**config.mk**
```make
export PLATFORM = sky130hd
export DESIGN_NAME = data_write_buffer
export DESIGN_NICKNAME = d
export VERILOG_FILES = /design/src/rtl/data_write_buffer.sv
export SDC_FILE = /design/constraint.sdc
export NUM_CORES = 1
export LEC_CHECK = 0
export CAP_MARGIN = 20
export CORE_ASPECT_RATIO = 2
export CORE_MARGIN = 2
export CORE_UTILIZATION = 58
export DETAILED_ROUTE_END_ITERATION = 8
export PLACE_DENSITY_LB_ADDON = 0.08
export SLEW_MARGIN = 20
export SYNTH_ARGS = -nofsm -noshare
export SYNTH_HDL_FRONTEND = slang
export SYNTH_SLANG_ARGS = --single-unit
```
**constraint.sdc**
```tcl
create_clock -name CLK -period 3.9 [get_ports CLK]
set_input_delay 0.78 -clock CLK [delete_from_list [all_inputs] [get_ports CLK]]
set_output_delay 0.78 -clock CLK [all_outputs]
set_load 0.005 [all_outputs]
```
**src/rtl/data_write_buffer.sv**
```systemverilog
// Posted write buffer between CPU data port and memory: stores are queued in a
// FIFO and drained in the background; loads forward from the buffer or go to memory.
module data_write_buffer #(
  parameter int unsigned DEPTH = 4,
  parameter int unsigned DW    = 32
) (
  input  logic          CLK,
  input  logic          Reset,
  input  logic [DW-1:0] ADDR,
  input  logic [DW-1:0] Data_BUS_WRITE,
  input  logic          CS,
  input  logic          WE,
  output logic [DW-1:0] Data_BUS_READ,
  output logic          Stall,
  output logic [DW-1:0] MEM_ADDR,
  output logic [DW-1:0] MEM_WDATA,
  output logic          MEM_CS,
  output logic          MEM_WE,
  input  logic [DW-1:0] MEM_RDATA,
  input  logic          MEM_ACK,
  output logic          WB_EMPTY
);

  localparam int unsigned PW = (DEPTH > 1) ? $clog2(DEPTH) : 1;
  localparam int unsigned CW = PW + 1;

  typedef enum logic [1:0] {IDLE, WR, RD, RDONE} state_e;

  state_e        state_q;
  logic [DW-1:0] addr_mem_q [DEPTH];
  logic [DW-1:0] data_mem_q [DEPTH];
  logic [PW-1:0] rd_ptr_q;
  logic [PW-1:0] wr_ptr_q;
  logic [CW-1:0] count_q;
  logic [DW-1:0] rd_data_q;

  logic          full;
  logic          store;
  logic          load;
  logic          push;
  logic          pop;
  logic          hit;
  logic          load_miss;
  logic [DW-1:0] hit_data;

  assign full      = (count_q == CW'(DEPTH));
  assign store     = CS & WE;
  assign load      = CS & ~WE;
  assign push      = store & ~full;
  assign pop       = (state_q == WR) & MEM_ACK;
  assign load_miss = load & ~hit;

  // Walk entries oldest to youngest so the last match wins.
  always_comb begin
    hit      = 1'b0;
    hit_data = '0;
    for (int unsigned i = 0; i < DEPTH; i++) begin
      if ((CW'(i) < count_q) && (addr_mem_q[rd_ptr_q + PW'(i)] == ADDR)) begin
        hit      = 1'b1;
        hit_data = data_mem_q[rd_ptr_q + PW'(i)];
      end
    end
  end

  // FIFO payload storage; contents are meaningless outside the valid window.
  always_ff @(posedge CLK) begin
    if (push) begin
      addr_mem_q[wr_ptr_q] <= ADDR;
      data_mem_q[wr_ptr_q] <= Data_BUS_WRITE;
    end
  end

  // Control FSM, pointers and occupancy.
  always_ff @(posedge CLK or negedge Reset) begin
    if (!Reset) begin
      state_q   <= IDLE;
      rd_ptr_q  <= '0;
      wr_ptr_q  <= '0;
      count_q   <= '0;
      rd_data_q <= '0;
    end else begin
      if (push) wr_ptr_q <= wr_ptr_q + PW'(1);
      if (pop)  rd_ptr_q <= rd_ptr_q + PW'(1);
      count_q <= count_q + CW'(push) - CW'(pop);
      case (state_q)
        IDLE: begin
          if (load_miss)            state_q <= RD;
          else if (count_q != '0)   state_q <= WR;
        end
        WR: begin
          if (MEM_ACK) state_q <= IDLE;
        end
        RD: begin
          if (MEM_ACK) begin
            rd_data_q <= MEM_RDATA;
            state_q   <= RDONE;
          end
        end
        RDONE:   state_q <= IDLE;
        default: state_q <= IDLE;
      endcase
    end
  end

  // Memory side is decoded from the state register so reset drops it at once.
  always_comb begin
    MEM_CS    = (state_q == WR) || (state_q == RD);
    MEM_WE    = (state_q == WR);
    MEM_ADDR  = '0;
    MEM_WDATA = '0;
    if (state_q == WR) begin
      MEM_ADDR  = addr_mem_q[rd_ptr_q];
      MEM_WDATA = data_mem_q[rd_ptr_q];
    end else if (state_q == RD) begin
      MEM_ADDR  = ADDR;
    end
  end

  always_comb begin
    Stall = Reset & ((store & full) | (load_miss & (state_q != RDONE)));
    if (state_q == RDONE)  Data_BUS_READ = rd_data_q;
    else if (load & hit)   Data_BUS_READ = hit_data;
    else                   Data_BUS_READ = '0;
  end

  assign WB_EMPTY = (count_q == '0) && (state_q == IDLE);

endmodule
```
==> flow_summary.yaml <==
status:
  status: "complete, but fails checks"
  violations: "setup timing"
clock_tree:
  clk_pin_slew_worst_paths_ns: 0.07
  hold_buffers: 0
  htreeDepth: 1
  clk_path_buf_depth: 3
  clock_sinks: 297
  cts_buffers: 28
  clk_latency_ns: 0.58
  cts_tree: "yes"
  root_buffer: "clkbuf_16"
drt:
  drt-initial-drc-count: 1399
  antenna_left: 0
  vias_per_cell: 6.476
  drt-total-wl_um: 72630
  drc: 0
  routedWlPerCell_um: 26.57
  first_pass_iters: 6
  vias: 17700
critical_path:
  required_ns: 3.12
  cp_common_cell: "buf_12"
  crit_path_max_incr_delay_ns: 0.53
  critPathLaunch: "rd_ptr_q[1]"
  startpoint_type: "register"
  worstPathArrival_ns: 4.35
  crit_chain: "buf_12 > buf_16 > buf_12 > mux4_2 > xnor2_2 > buf_4 > nand4_1 > or3_4 > or2_4 > buf_12 > or3_1 > a22o_1 > o21ai_2 > buf_2"
  critPathKind: "reg2out"
  endpoint_kind: "output pin"
  r2r_start: "rd_ptr_q[1]"
  crit_slowest_cell: "dfrtp_4"
  critPathMaxFanout: 6
floorplanning:
  io-pin-count: 201
  die_y_um: 264.2
  die_w_um: 134.1
  core_sq_mm: 0.03352
  start_util_pct: 58.59
  num_rows: 95
  die_area_sq_mm: 0.03544
finish:
  multi_input_area_sq_mm: 0.01096
  register_area_sq_mm: 0.008721
  final_common_cell: "buf_4"
  area_growth_pct: 39.33
  fin_cells: 2733
  fillCellCount: 2020
  layout_common_cells: "buf_4 (368), edfxtp_1 (256), nand2_1 (245)"
  drive_gt1_share_pct: 37.93
  fin_nets: 2387
synthesis:
  synth_area_leaders: "edfxtp_1 (39%), mux4_2 (8.6%), mux2i_1 (8.0%), mux2_2 (6.3%), dfrtp_1 (5.2%)"
  netlist_area_sq_mm: 0.01964
  syn-num-nets: 1872
  ys_ff_latch: 297
  ys_types: 68
  synth_top_area_cell: "edfxtp_1"
  synth-edff-count: 256
  async_flop_share_pct: 13.80
  synth-seq-area-share_pct: 44.37
  syn_inst: 1757
  ys_warn_count: 0
  synth_top_flop_cell: "edfxtp_1"
  yosysTopAreaCellShare_pct: 39.14
  synth.avg_cell_area_sq_um: 11.18
timing:
  hold_violations: 0
  worstMarginPinSlew_ns: 0.7007
  maxSlewViolCount: 0
  fin_skew_ns: 0.02252
  rsz0062_at_grt: "true"
  fin_crit_sh_pct: 131.7
  finalCriticalPeriod_ns: 5.135
  max_freq_mhz: 194.7
  setup_viol: 33
  worst_slack_ns: -1.235
  slew_headroom_pct: 53.29
pwr:
  p_leak_uw: 0.01095
  finalPower_uw: 19200
  power_density_mw_per_mm2: 701.6
  ir_worst_vdd_uv: 471.4
placed_design:
  port_buffers: 200
  post-place-ws_ns: -1.466
  place_hpwl_um: 46110
  routabilityCongestion: 0.9756
  placedCellCount: 2617
hold_path:
  hold_class: "in2async"
global_routing:
  grt_usage_pct: 39.22
  antenna_found_initial: 3
  grt-ovfl-total: 0
  grt_pass1_wl_um: 104900
  grt_pass1_vias: 18480
  grt_max_degree: 84
job:
  maxCapViolCount: 0
-- routing by layer --
layer,vias up,track usage [%],routed length (um)
li1,7651,-,-
met1,8689,39.28,22960
met2,992,70.21,37860
met3,366,5.450,4314
met4,0,33.34,7494
met5,-,0,0
-- where the power goes --
group / leakage (uW) / switching [uW] / internal (uW) / total (uW)
Sequential: 0.00281 / 303 / 3990 / 4290
Clock: 0.000477 / 1270 / 1680 / 2950
Combinational: 0.00766 / 6030 / 5930 / 12000
Total: 0.0110 / 7600 / 11600 / 19200
-- worst max-delay path: cells and delay by family, from the launching register on --
kind / cells / cell delay (ns)
multiplexers: 1 / 0.34
AND/OR/NAND/NOR: 4 / 1.41
buffers and inverters: 6 / 0.89
AO/OA/AOI/OAI: 2 / 0.41
XOR/XNOR: 1 / 0.18
flip-flops: 1 / 0.53
-- layout make-up --
| cell class | instances | area share, % |
|---|---|---|
| inverters | 26 | 0.3658 |
| flip-flops and latches | 297 | 31.87 |
| clock buffers | 32 | 2.771 |
| well taps | 436 | 1.994 |
| multi-input cells | 1275 | 40.07 |
| repair buffers | 644 | 22.04 |
| diodes | 3 | 0.02743 |
| clock inverters | 20 | 0.8596 |
-- metrics by stage --
step	hold slack, ns	TNS, ns	util, %	instance area [sq um]
final	0.4472	-37.21	81.63	27360
after global routing	0.4877	-39.52	81.63	27360
after CTS	0.4358	-33.01	79.67	26710
after detailed placement	0.4934	-45.10	73.67	24690
after global placement	0.4886	-44.75	73.67	24690
after floorplan	0.4793	0	-	19640
-- worst paths after layout --
path	to	slack [ns]	cells after the start
max reg2reg	state_q[0]	0.27	14
min in group CLK	rd_data_q[25]	0.51	1
min reg2reg	rd_data_q[25]	0.51	1
max in group asynchronous	rd_ptr_q[1]	2.93	2
min	rd_data_q[2]	0.45	2
max	Data_BUS_READ[14]	-1.23	14
-- kinds of logic (layout without fill, tap and decap cells) --
logic type	Yosys count	after routing	share of synthesized area [%]
muxes	344	344	23.03
adders and majority gates	14	14	0.9302
other	0	3	0
AOI/OAI and AO/OA	356	356	11.77
xor gates and xnor gates	109	109	4.861
DFF	297	297	44.37
and+or+nand+nor	452	452	10.67
buffers and inverters	185	722	4.370
-- flip-flops by register name (all words and copies together), names as in the netlist --
signal and count:
addr_mem_q 128, rd_data_q 32, wr_ptr_q 2, rd_ptr_q 2, count_q 3, state_q 2, data_mem_q 128
-- what timing repair did --
action,4_1_cts,5_1_grt
setup buffers,38,16
endpoints found under the hold margin,0,0
resized for setup,272,87
cloned,6,6
setup endpoints to repair,46,46
pin swaps,54,30
-- synthesized netlist by cell type (3+ instances only) --
library cell	count
edfxtp_1	256
nand2_1	246
mux2i_1	156
mux2_2	110
o21ai_0	92
xnor2_1	89
clkbuf_1	87
a21oi_1	83
mux4_2	75
nor2_1	75
dfrtp_1	41
o21ai_1	37
o211a_1	32
and3_1	30
buf_2	29
o32ai_1	27
inv_1	25
buf_1	22
xor2_1	20
nor3_2	19
nand4_1	17
nor3_1	17
ha_1	13
buf_6	11
o21a_1	11
nand3_1	10
o22ai_1	10
buf_4	9
o211ai_1	9
a22o_1	8
and2_1	8
nor4_1	8
or3_1	8
a2111oi_0	7
o2111ai_1	7
a221oi_1	5
nor2b_1	4
a222oi_1	3
mux2_1	3
No activity file was read; power rests on OpenSTA's default activity.
